`config.mk`:
```
export PLATFORM = sky130hd
export DESIGN_NAME = fetch_queue
export DESIGN_NICKNAME = d
export VERILOG_FILES = /design/src/rtl/fetch_q_pkg.sv /design/src/rtl/fq_fifo.sv /design/src/rtl/fetch_queue.sv
export SDC_FILE = /design/constraint.sdc
export NUM_CORES = 1
export LEC_CHECK = 0
export ABC_CLOCK_PERIOD_IN_PS = 3950
export BUFFER_PORTS_ARGS = -buffer_cell sky130_fd_sc_hd__buf_2
export CAP_MARGIN = 20
export CORE_MARGIN = 2
export CORE_UTILIZATION = 40
export DETAILED_ROUTE_END_ITERATION = 7
export PLACE_DENSITY = 0.6
export REMOVE_ABC_BUFFERS = 1
export SYNTH_ARGS = -nofsm -noshare
export SYNTH_HDL_FRONTEND = slang
export SYNTH_SLANG_ARGS = --single-unit
export TNS_END_PERCENT = 100
```
`constraint.sdc`:
```
create_clock -name i_clk -period 3.95 [get_ports i_clk]
set_input_delay 0.395 -clock i_clk [delete_from_list [all_inputs] [get_ports i_clk]]
set_output_delay 0.395 -clock i_clk [all_outputs]
set_load 0.005 [all_outputs]
```
`src/rtl/fetch_q_pkg.sv`:
```
// Shared types and constants for the instruction fetch queue.
package fetch_q_pkg;

  typedef enum logic [1:0] {
    IDLE    = 2'd0,
    REQ     = 2'd1,
    DISCARD = 2'd2
  } state_e;

  typedef struct packed {
    logic [31:0] pc;
    logic [31:0] instr;
  } fq_entry_t;

  // addi x0, x0, 0
  localparam logic [31:0] INSTR_NOP = 32'h0000_0013;
  localparam logic [31:0] PC_STEP   = 32'd4;

endpackage

```
`src/rtl/fq_fifo.sv`:
```
// Synchronous FIFO of {pc, instr} entries. Flush takes priority over push/pop.
module fq_fifo
  import fetch_q_pkg::*;
#(
  parameter int DEPTH = 4
) (
  input  logic                     clk,
  input  logic                     rst,
  input  logic                     push,
  input  fq_entry_t                push_data,
  input  logic                     pop,
  input  logic                     flush,
  output fq_entry_t                head,
  output logic [$clog2(DEPTH):0]   count,
  output logic                     full,
  output logic                     empty
);

  localparam int AW = $clog2(DEPTH);

  fq_entry_t      mem [DEPTH];
  logic [AW-1:0]  wr_ptr;
  logic [AW-1:0]  rd_ptr;

  // Pointer and occupancy bookkeeping; flush empties the queue in one cycle.
  always_ff @(posedge clk or posedge rst) begin
    if (rst) begin
      wr_ptr <= '0;
      rd_ptr <= '0;
      count  <= '0;
    end else if (flush) begin
      wr_ptr <= '0;
      rd_ptr <= '0;
      count  <= '0;
    end else begin
      if (push) wr_ptr <= wr_ptr + 1'b1;
      if (pop)  rd_ptr <= rd_ptr + 1'b1;
      case ({push, pop})
        2'b10:   count <= count + 1'b1;
        2'b01:   count <= count - 1'b1;
        default: count <= count;
      endcase
    end
  end

  // Entry storage; contents need no reset because count gates visibility.
  always_ff @(posedge clk) begin
    if (push && !flush) mem[wr_ptr] <= push_data;
  end

  assign head  = mem[rd_ptr];
  assign full  = (count == (AW + 1)'(DEPTH));
  assign empty = (count == '0);

endmodule

```
`src/rtl/fetch_queue.sv`:
```
// Instruction fetch front-end: owns the fetch PC, issues one outstanding
// imem request at a time, buffers returned words and hands them to decode.
// Optional macro FETCH_Q_BYPASS_EN: an ack arriving while the queue is empty
// drives the decode outputs combinationally in the same cycle.
// o_state exposes the FSM state for debug.
//
// Handshakes: imem request is held (stable address) while o_imem_req=1 until
// a cycle with i_imem_ack=1 completes it; decode transfers a head entry on
// any cycle where o_instr_valid=1 and i_instr_ready=1.
module fetch_queue
  import fetch_q_pkg::*;
#(
  parameter int          DEPTH    = 4,
  parameter logic [31:0] RESET_PC = 32'h0000_0000
) (
  input  logic        i_clk,
  input  logic        i_reset,
  output logic        o_imem_req,
  output logic [31:0] o_imem_addr,
  input  logic        i_imem_ack,
  input  logic [31:0] i_imem_rdata,
  input  logic        i_redirect,
  input  logic [31:0] i_redirect_pc,
  output logic        o_instr_valid,
  output logic [31:0] o_instr,
  output logic [31:0] o_instr_pc,
  input  logic        i_instr_ready,
  output logic        o_full,
  output logic        o_empty,
  output logic [1:0]  o_state
);

  localparam int CW = $clog2(DEPTH) + 1;

  state_e       state, state_next;
  logic [31:0]  fetch_pc, fetch_pc_next;
  logic [31:0]  redirect_pc;
  logic         ack_ok;
  logic         fifo_push;
  logic         fifo_pop;
  logic         fifo_full;
  logic         fifo_empty;
  logic [CW-1:0] fifo_count;
  logic [CW:0]  count_after;
  fq_entry_t    head;
  fq_entry_t    push_data;

  assign redirect_pc = {i_redirect_pc[31:2], 2'b00};
  assign push_data   = '{pc: fetch_pc, instr: i_imem_rdata};

  fq_fifo #(.DEPTH(DEPTH)) u_fifo (
    .clk       (i_clk),
    .rst       (i_reset),
    .push      (fifo_push),
    .push_data (push_data),
    .pop       (fifo_pop),
    .flush     (i_redirect),
    .head      (head),
    .count     (fifo_count),
    .full      (fifo_full),
    .empty     (fifo_empty)
  );

  // Push/pop decisions and the decode-facing output mux.
  always_comb begin
    ack_ok   = (state == REQ) && i_imem_ack && !i_redirect;
    fifo_pop = !fifo_empty && i_instr_ready;
    o_instr       = INSTR_NOP;
    o_instr_pc    = 32'h0;
`ifdef FETCH_Q_BYPASS_EN
    // Empty queue: the returning word goes straight to decode; it is queued
    // only if decode does not take it this cycle.
    fifo_push     = ack_ok && !(fifo_empty && i_instr_ready);
    o_instr_valid = !fifo_empty || ack_ok;
    if (!fifo_empty) begin
      o_instr    = head.instr;
      o_instr_pc = head.pc;
    end else if (ack_ok) begin
      o_instr    = i_imem_rdata;
      o_instr_pc = fetch_pc;
    end
`else
    fifo_push     = ack_ok;
    o_instr_valid = !fifo_empty;
    if (!fifo_empty) begin
      o_instr    = head.instr;
      o_instr_pc = head.pc;
    end
`endif
    count_after = {1'b0, fifo_count} + {{CW{1'b0}}, fifo_push}
                - {{CW{1'b0}}, fifo_pop};
  end

  // Next-state and next fetch PC; a redirect always wins over a data return.
  always_comb begin
    state_next    = state;
    fetch_pc_next = fetch_pc;
    case (state)
      IDLE: begin
        if (i_redirect) begin
          fetch_pc_next = redirect_pc;
          state_next    = REQ;
        end else if (count_after < (CW + 1)'(DEPTH)) begin
          state_next = REQ;
        end
      end
      REQ: begin
        if (i_redirect) begin
          fetch_pc_next = redirect_pc;
          state_next    = i_imem_ack ? REQ : DISCARD;
        end else if (i_imem_ack) begin
          fetch_pc_next = fetch_pc + PC_STEP;
          state_next    = (count_after < (CW + 1)'(DEPTH)) ? REQ : IDLE;
        end
      end
      DISCARD: begin
        if (i_redirect) fetch_pc_next = redirect_pc;
        if (i_imem_ack) state_next = REQ;
      end
      default: state_next = IDLE;
    endcase
  end

  // State and fetch PC registers.
  always_ff @(posedge i_clk or posedge i_reset) begin
    if (i_reset) begin
      state    <= IDLE;
      fetch_pc <= RESET_PC;
    end else begin
      state    <= state_next;
      fetch_pc <= fetch_pc_next;
    end
  end

  // Credit flow never lets a word arrive with the queue already full.
  always_ff @(posedge i_clk) begin
    if (!i_reset) assert (!(i_imem_ack && fifo_full && !i_redirect));
  end

  assign o_imem_req  = (state == REQ);
  assign o_imem_addr = fetch_pc;
  assign o_full      = fifo_full;
  assign o_empty     = fifo_empty;
  assign o_state     = state;

endmodule

```
==> flow_summary.json, run 1 <==
{
  "status": "finished clean",
  "synth_area_mm2": 0.0120,
  "grt_pass1_wl_mm": 41.6,
  "fin_util_pct": 48.8,
  "placed_area_mm2": 0.0133,
  "endpoint": "o_instr_pc[30]",
  "crit_path_end_kind": "primary output",
  "io_pins": 171,
  "core_area_mm2": 0.0296,
  "slew_headroom_pct": 34.7,
  "gp_congestion": 0.767,
  "synth_cells": 716,
  "cp_top_family": "flip-flops",
  "p_leak_nw": 5.11,
  "dp_hpwl_mm": 16.5,
  "dieArea_mm2": 0.0313,
  "ys.flop_type": "edfxtp_1",
  "grt_max_degree": 59,
  "arrival_ps": 2490,
  "final_common_cell": "edfxtp_1",
  "path_clk_slew_ps": 60,
  "finalPower_w": 0.0102,
  "overflow": 0,
  "cts_sinks": 287,
  "path_cells": "buf_12, mux4_2, and2_1, buf_2",
  "synth_edf_count": 248,
  "max_cap_violations": 0,
  "finalMaxSlewViolations": 0,
  "vias": 7010,
  "reg2reg_depth": 6,
  "synth-xor-area-share_pct": 0.513,
  "period_share_pct": 73.2,
  "synthArstFlopShare_pct": 13.6,
  "tightest_slew_ps": 980,
  "start_util_pct": 40.4,
  "reg2reg_from": "o_imem_addr[2]",
  "critPathLaunch": "u_fifo.rd_ptr[0]",
  "timing.fmax_ghz": 0.346,
  "critPathKind": "flop to primary output",
  "layout.cells.non_filler": 1307,
  "synth-simple-area-share_pct": 9.08,
  "crit_buf_inv": 2,
  "finalSetupViolations": 0,
  "fin_nets": 970,
  "drt-wirelength-per-cell_um": 20.8,
  "die-width_um": 177,
  "die_h_um": 177,
  "critPathLaunchType": "flop",
  "ys_seq_area_share_pct": 70.5,
  "r2r_slack_ps": 1390,
  "io_buffers": 164,
  "ir_drop_uv": 323,
  "ys_types": 52,
  "timing_hold_violations_final": 0,
  "fill_cells": 2528,
  "drc": 0,
  "wl_mm": 27.1,
  "clk-insertion-delay-late_ps": 490,
  "viasPerCell": 5.36,
  "final_layout_size_suffix_gt1_share_pct": 33.7,
  "cts_resized": 0,
  "min_path_type": "input pin to flop",
  "synth_seq_cells": 287,
  "yosys_warnings": 0,
  "postSynthAreaPerCell_um2": 16.7,
  "track_usage_pct": 17.5,
  "first_iter_violations": 478,
  "synthMuxAreaShare_pct": 11.9,
  "antenna_found_initial": 0,
  "cts_buffers": 34,
  "post_cts_buffers": 0,
  "rsz0062_at_grt": "no",
  "cts_tree": "built",
  "synth_top_family_by_area": "multiplexers",
  "crit_required_ps": 3560,
  "final_area_mm2": 0.0144,
  "htree_levels": 2,
  "min_path_cells": 1,
  "cpPeakStageDelay_ps": 790,
  "powerDensity_mw_per_mm2": 708,
  "finClkSkew_ps": 16.5,
  "path_max_fanout": 28,
  "min_period_ps": 2890,
  "worstReg2RegEnd": "o_imem_addr[22]",
  "dp.cells": 1244,
  "synth_compound_gate_area_share_pct": 5.10,
  "yosys.area_share.adder_pct": 0.900,
  "dr.pass1.iters": 7,
  "root_buffer": "clkbuf_16",
  "worst_path_max_delay_cell": "dfrtp_4",
  "cts_buffer_depth": 3,
  "diodes": 0,
  "rows": 63,
  "ant_nets": 0,
  "syn_to_final_growth_pct": 20.7,
  "grt_pass1_vias": 7053,
  "worst-path-stages": 4,
  "mostFrequentLayoutCells": "248 x edfxtp_1, 164 x buf_2, 62 x and2_1, 62 x mux4_2"
}
==> flip-flops by register name, summed over array words and instances (netlist names) <==
name           flops
u_fifo.mem       248
o_state            2
u_fifo.rd_ptr      2
u_fifo.wr_ptr      2
o_imem_addr       30
u_fifo.count       3
==> worst min-delay path by stage <==
stage | startpoint | endpoint
2_1_floorplan | i_redirect | u_fifo.wr_ptr[1]
3_3_place_gp | u_fifo.wr_ptr[1] | u_fifo.wr_ptr[1]
3_5_place_dp | u_fifo.wr_ptr[1] | u_fifo.wr_ptr[1]
4_1_cts | i_imem_rdata[12] | u_fifo.mem[2][12]
5_1_grt | i_imem_rdata[11] | u_fifo.mem[3][11]
6_report | i_imem_rdata[24] | u_fifo.mem[0][24]
==> repair_timing <==
action                     in CTS  in global routing
hold buffers                    0                  1
setup endpoints to repair       0                  0
hold endpoints to repair        0                  3
==> report_power, final <==
| group | internal, W | total (W) | switching (W) |
|---|---|---|---|
| sequential | 0.00382 | 0.00441 | 0.000596 |
| clock | 0.00192 | 0.00306 | 0.00114 |
| combinational | 0.00138 | 0.00275 | 0.00137 |
==> cells in the mapped netlist (7+ instances only) <==
master | instances | area share, %
a21oi_1 | 33 | 1.4
and2_1 | 66 | 3.5
and3_1 | 8 | 0.42
buf_2 | 13 | 0.54
clkbuf_1 | 26 | 0.82
dfrtp_1 | 39 | 8.2
edfxtp_1 | 248 | 62
ha_1 | 7 | 0.73
inv_1 | 9 | 0.28
mux4_2 | 62 | 12
nand2_1 | 24 | 0.75
nand3_1 | 20 | 0.84
nor2_1 | 31 | 0.97
nor3_1 | 13 | 0.54
o21ai_0 | 20 | 0.84
==> through the flow <==
stage / hold WS, ps / TNS (ps) / setup slack (ps)
after global placement: 569 / 0 / 1450
after global routing: 99.4 / 0 / 843
after detailed placement: 574 / 0 / 1420
after CTS: 93.8 / 0 / 935
final: 117 / 0 / 1060
after floorplan: 458 / -157150 / -634
==> area by class of cell <==
type                    count  area, µm²  area share [%]
inverters                   9       33.8           0.234
multi-input cells         377       3310            23.0
clock buffers              47        973            6.75
repair buffers            184       1050            7.28
clock inverters            13        141           0.980
well taps                 390        488            3.38
flip-flops and latches    287       8430            58.4
==> cell families after synthesis <==
family,after synthesis
compound gates,97
xor+xnor,7
fa+ha+maj,8
buf+inv,55
flops,287
mux,64
other cells,1
simple gates,197
==> routing by layer <==
layer	part of all wire, %	vias up	GRT usage, %	wire length [µm]
met5	0	-	0	0
met4	1.0	0	3.37	284
met3	6.8	24	3.67	1850
met2	48	264	28.7	13100
met1	44	3551	24.5	11900
li1	-	3171	-	-
(Power assumes the default switching activity.)
==> run 2, diff against run 1 <==
--- a/config.mk
+++ b/config.mk
@@ -5,7 +5,7 @@
 export SDC_FILE = /design/constraint.sdc
 export NUM_CORES = 1
 export LEC_CHECK = 0
-export ABC_CLOCK_PERIOD_IN_PS = 3950
+export ABC_CLOCK_PERIOD_IN_PS = 2750
 export BUFFER_PORTS_ARGS = -buffer_cell sky130_fd_sc_hd__buf_2
 export CAP_MARGIN = 20
 export CORE_MARGIN = 2
==> constraint.sdc (replaced) <==
create_clock -name i_clk -period 2.75 [get_ports i_clk]
set_input_delay 0.275 -clock i_clk [delete_from_list [all_inputs] [get_ports i_clk]]
set_output_delay 0.275 -clock i_clk [all_outputs]
set_load 0.005 [all_outputs]
==> run 2 against run 1 <==
  * Combinational power increased by 55%
  * Count of clock-buffer cells in the layout is 12 lower
  * Worst setup slack lost 870 ps
  * Via count rose by 1.3%
  * Critical path depth unchanged
  * Wire length up 1.3%
  * Sequential power grew 41%
  * Global-route usage is 0.15 points higher
  * Sequential cell count is the same
  * Critical endpoint is now o_instr_pc[5]
  * Highest routed layer unchanged
==> flow_summary.json, run 2 (synthesized netlist as in run 1, its figures left out) <==
{
  "fill_cells": 2476,
  "timing_hold_violations_final": 0,
  "start_util_pct": 40.4,
  "overflow": 0,
  "combPwrFrac_pct": 28.7,
  "ant_nets": 0,
  "path_clk_slew_ps": 60,
  "critPathLaunchType": "flop",
  "final_area_mm2": 0.0150,
  "diodes": 0,
  "die-width_um": 177,
  "p_leak_nw": 5.34,
  "grt_pass1_wl_mm": 42.3,
  "timing.fmax_ghz": 0.391,
  "fin_ws_ps": 192,
  "r2r_slack_ps": 510,
  "antenna_found_initial": 0,
  "place_ws_ps": 509,
  "cts_hold_buf": 37,
  "path_max_fanout": 29,
  "finalMaxSlewViolations": 0,
  "track_usage_pct": 17.7,
  "wl_mm": 27.5,
  "dp_hpwl_mm": 17.6,
  "largest_reg_flops": 248,
  "grt_max_degree": 65,
  "gp_congestion": 0.799,
  "core_area_mm2": 0.0296,
  "syn_to_final_growth_pct": 25.4,
  "crit_required_ps": 2480,
  "rows": 63,
  "p_int_w": 0.0104,
  "clk-insertion-delay-late_ps": 550,
  "min_period_ps": 2560,
  "cts_tree": "built",
  "post_cts_buffers": 0,
  "fin_util_pct": 50.7,
  "viasPerCell": 5.24,
  "final_common_cell": "edfxtp_1",
  "switching_share_pct": 30.3,
  "drc": 0,
  "ir_drop_uv": 585,
  "vias": 7099,
  "finClkSkew_ps": 11.3,
  "status": "finished clean",
  "grt_pass1_vias": 7122,
  "powerDensity_mw_per_mm2": 992,
  "fin_nets": 1019,
  "mostFrequentLayoutCells": "248 x edfxtp_1, 164 x buf_2, 62 x and2_1, 62 x mux4_2",
  "period_share_pct": 93.0,
  "min_path_type": "input pin to flop",
  "crit_path_end_kind": "primary output",
  "cts_resized": 0,
  "finalSetupViolations": 0,
  "top_register": "u_fifo.mem",
  "critPathKind": "flop to primary output",
  "io_buffers": 164,
  "dr.pass1.iters": 5,
  "tightest_slew_ps": 792,
  "dieArea_mm2": 0.0313,
  "rsz0062_at_grt": "no",
  "die_h_um": 177,
  "arrival_ps": 2280,
  "slew_headroom_pct": 47.2,
  "hold_ws_ps": 24.4,
  "max_cap_violations": 0,
  "placed_area_mm2": 0.0135,
  "drt-wirelength-per-cell_um": 20.3,
  "io_pins": 171,
  "switchingPower_w": 0.00451,
  "cts_buffers": 31,
  "first_iter_violations": 611,
  "cts_sinks": 287,
  "final_layout_size_suffix_gt1_share_pct": 33.7,
  "htree_levels": 1,
  "p_seq_share_pct": 42.0,
  "cts_buffer_depth": 3,
  "clkPwrFrac_pct": 29.3,
  "root_buffer": "clkbuf_16"
}
==> run 2: routing by layer <==
metal | up-vias | track usage, % | part of all wire, %
li1 | 3270 | - | -
met1 | 3567 | 25.1 | 45
met2 | 239 | 29.0 | 48
met3 | 23 | 3.29 | 6.6
met4 | 0 | 2.96 | 0.87
met5 | - | 0 | 0
==> run 2: path summary, 6_finish.rpt <==
check	startpoint	endpoint	cells after the start
setup / recovery	u_fifo.rd_ptr[1]	o_instr_pc[5]	4
hold / removal	i_redirect_pc[4]	o_imem_addr[4]	3
setup reg to reg	o_state[0]	u_fifo.mem[3][41]	4
hold reg to reg	u_fifo.wr_ptr[1]	u_fifo.wr_ptr[1]	2
max in group asynchronous	i_reset	u_fifo.rd_ptr[1]	4
min in group asynchronous	i_reset	u_fifo.count[2]	4
==> run 2: through the flow <==
| stage | instances | setup TNS (ps) | power, W |
|---|---|---|---|
| 3_5_place_dp | 1262 | 0 | 0.0107 |
| 5_1_grt | 1355 | 0 | 0.0157 |
| 3_3_place_gp | 1262 | 0 | 0.0106 |
| 4_1_cts | 1355 | 0 | 0.0151 |
| 2_1_floorplan | 673 | -512900 | 0.00852 |
| 6_report | 1355 | 0 | 0.0149 |
==> run 2: final cells by class <==
cell class	count	area [µm²]	area share [%]
Sequential cell	287	8430	56.3
Inverter	9	33.8	0.225
Clock inverter	21	287	1.91
Multi-Input combinational cell	377	3310	22.1
Clock buffer	35	791	5.28
Timing Repair Buffer	236	1640	11.0
Tap cell	390	488	3.26
==> run 2: power groups by stage <==
| stage | Combinational (W) | Clock [W] | Sequential (W) |
|---|---|---|---|
| 6_report | 0.00427 | 0.00436 | 0.00624 |
| 2_1_floorplan | 0.00226 | 0 | 0.00626 |
| 5_1_grt | 0.00475 | 0.00463 | 0.00635 |
| 3_5_place_dp | 0.00432 | 0 | 0.00634 |
| 3_3_place_gp | 0.00429 | 0 | 0.00631 |
| 4_1_cts | 0.00438 | 0.00446 | 0.00625 |
==> run 2: worst max-delay path, stage by stage, from the launching register on <==
cell and delay (ps):
dfrtp_4 780, buf_4 330, mux4_2 320, and2_1 180
buf_2 120
==> run 3, diff against run 2 <==
--- a/config.mk
+++ b/config.mk
@@ -13,6 +13,7 @@
 export DETAILED_ROUTE_END_ITERATION = 7
 export PLACE_DENSITY = 0.6
 export REMOVE_ABC_BUFFERS = 1
+export SETUP_SLACK_MARGIN = 0.4
 export SYNTH_ARGS = -nofsm -noshare
 export SYNTH_HDL_FRONTEND = slang
 export SYNTH_SLANG_ARGS = --single-unit
==> run 3 against run 2 <==
  * Register-to-register slack got worse by 30 ps
  * Sequential share of layout area decreased by 3.1 points
  * Count of clock-buffer cells in the layout unchanged
==> flow_summary.json, run 3 (synthesized netlist as in run 1, its figures left out) <==
{
  "place_ws_ps": 509,
  "path_max_fanout": 4,
  "core_area_mm2": 0.0296,
  "ant_nets": 0,
  "start_util_pct": 40.4,
  "powerDensity_mw_per_mm2": 1050,
  "top_register": "u_fifo.mem",
  "switchingPower_w": 0.00492,
  "reg2reg_depth": 4,
  "crit_required_ps": 2480,
  "drc": 0,
  "ir_drop_uv": 618,
  "finClkSkew_ps": 13.0,
  "crit_path_end_kind": "primary output",
  "mostFrequentLayoutCells": "248 x edfxtp_1, 117 x buf_2, 62 x mux4_2",
  "status": "finished clean",
  "cts_sinks": 287,
  "min_period_ps": 2460,
  "first_iter_violations": 592,
  "rsz0062_at_grt": "yes",
  "die-width_um": 177,
  "cts_buffer_depth": 3,
  "critPathKind": "flop to primary output",
  "max_cap_violations": 0,
  "io_pins": 171,
  "fin_ws_ps": 291,
  "cts_buffers": 31,
  "cts_tree": "built",
  "reg2reg_from": "o_state[0]",
  "p_seq_share_pct": 37.4,
  "dieArea_mm2": 0.0313,
  "finalPower_w": 0.0166,
  "dp_hpwl_mm": 17.6,
  "final_layout_size_suffix_gt1_share_pct": 40.4,
  "grt_pass1_wl_mm": 44.2,
  "drt-wirelength-per-cell_um": 21.2,
  "htree_levels": 1,
  "tightest_slew_ps": 798,
  "slew_headroom_pct": 46.8,
  "worstHoldStart": "i_redirect_pc[4]",
  "timing_hold_violations_final": 0,
  "grt_max_degree": 50,
  "largest_reg_flops": 248,
  "finalMaxSlewViolations": 0,
  "finalSetupViolations": 0,
  "min_path_type": "input pin to flop",
  "grt_pass1_vias": 7263,
  "hold_ws_ps": 26.9,
  "viasPerCell": 5.25,
  "clkPwrFrac_pct": 26.2,
  "rows": 63,
  "timing.fmax_ghz": 0.407,
  "dr.pass1.iters": 5,
  "fin_nets": 1046,
  "fill_cells": 2392,
  "diodes": 0,
  "path_clk_slew_ps": 60,
  "final_area_mm2": 0.0159,
  "period_share_pct": 89.4,
  "vias": 7251,
  "combPwrFrac_pct": 36.4,
  "p_int_w": 0.0117,
  "io_buffers": 164,
  "r2r_slack_ps": 480,
  "die_h_um": 177,
  "overflow": 0,
  "placed_area_mm2": 0.0135,
  "min_to": "o_imem_addr[4]",
  "syn_to_final_growth_pct": 32.8,
  "worstReg2RegEnd": "u_fifo.mem[0][19]",
  "final_common_cell": "edfxtp_1",
  "arrival_ps": 2180,
  "gp_congestion": 0.799,
  "critPathLaunchType": "flop",
  "antenna_found_initial": 0,
  "wl_mm": 29.3,
  "track_usage_pct": 18.7,
  "switching_share_pct": 29.7,
  "min_path_cells": 3,
  "p_leak_nw": 5.70,
  "clk-insertion-delay-late_ps": 550,
  "root_buffer": "clkbuf_16"
}
==> run 3: worst max-delay path by stage <==
stage	from	end	slack, ps
floorplan	o_state[0]	u_fifo.mem[0][0]	-1830
global placement	o_state[0]	u_fifo.mem[3][41]	530
detailed placement	o_state[0]	u_fifo.mem[3][41]	510
finish	u_fifo.rd_ptr[0]	o_instr_pc[29]	290
CTS	u_fifo.rd_ptr[0]	o_instr_pc[29]	260
global route	u_fifo.rd_ptr[0]	o_instr_pc[29]	220
==> run 3: what timing repair did <==
item,4_1_cts,5_1_grt
resized for setup,74,41
hold endpoints to repair,171,0
hold buffers,37,0
pin swaps,31,3
buffers inserted,17,2
setup endpoints to repair,63,104
cloned,6,2
==> run 3: stage by stage <==
stage	utilization [%]	instances	setup TNS, ps
3_5_place_dp	45.8	1262	0
6_report	53.7	1382	0
5_1_grt	53.7	1382	0
4_1_cts	53.0	1378	0
2_1_floorplan	-	673	-512900
3_3_place_gp	45.8	1262	0
==> run 3: final cells by class <==
type	count	area (µm²)	share of cell area, %
tap	390	488	3.07
timing repair buffer	261	2380	15.0
sequential	287	8430	53.1
multi-input combinational	379	3460	21.8
clock inverter	21	287	1.81
clock buffer	35	791	4.98
inverter	9	33.8	0.213
==> run 3: critical path: stages (launching register included) <==
cell     delay (ps)
dfrtp_4         520
buf_12          160
buf_12          130
buf_16          130
mux4_2          420
and2_4          180
buf_6           110
==> run 3: layer usage <==
| metal | share of wire [%] | GRT usage [%] |
|---|---|---|
| met1 | 44 | 26.5 |
| met2 | 48 | 30.7 |
| met3 | 6.6 | 3.57 |
| met4 | 0.87 | 2.93 |
| met5 | 0 | 0 |
==> run 3: power groups by stage <==
stage | Combinational (W) | Sequential, W | Clock (W)
finish | 0.00603 | 0.00621 | 0.00435
global route | 0.00655 | 0.00631 | 0.00462
detailed placement | 0.00432 | 0.00634 | 0
floorplan | 0.00226 | 0.00626 | 0
global placement | 0.00429 | 0.00631 | 0
CTS | 0.00574 | 0.00621 | 0.00446
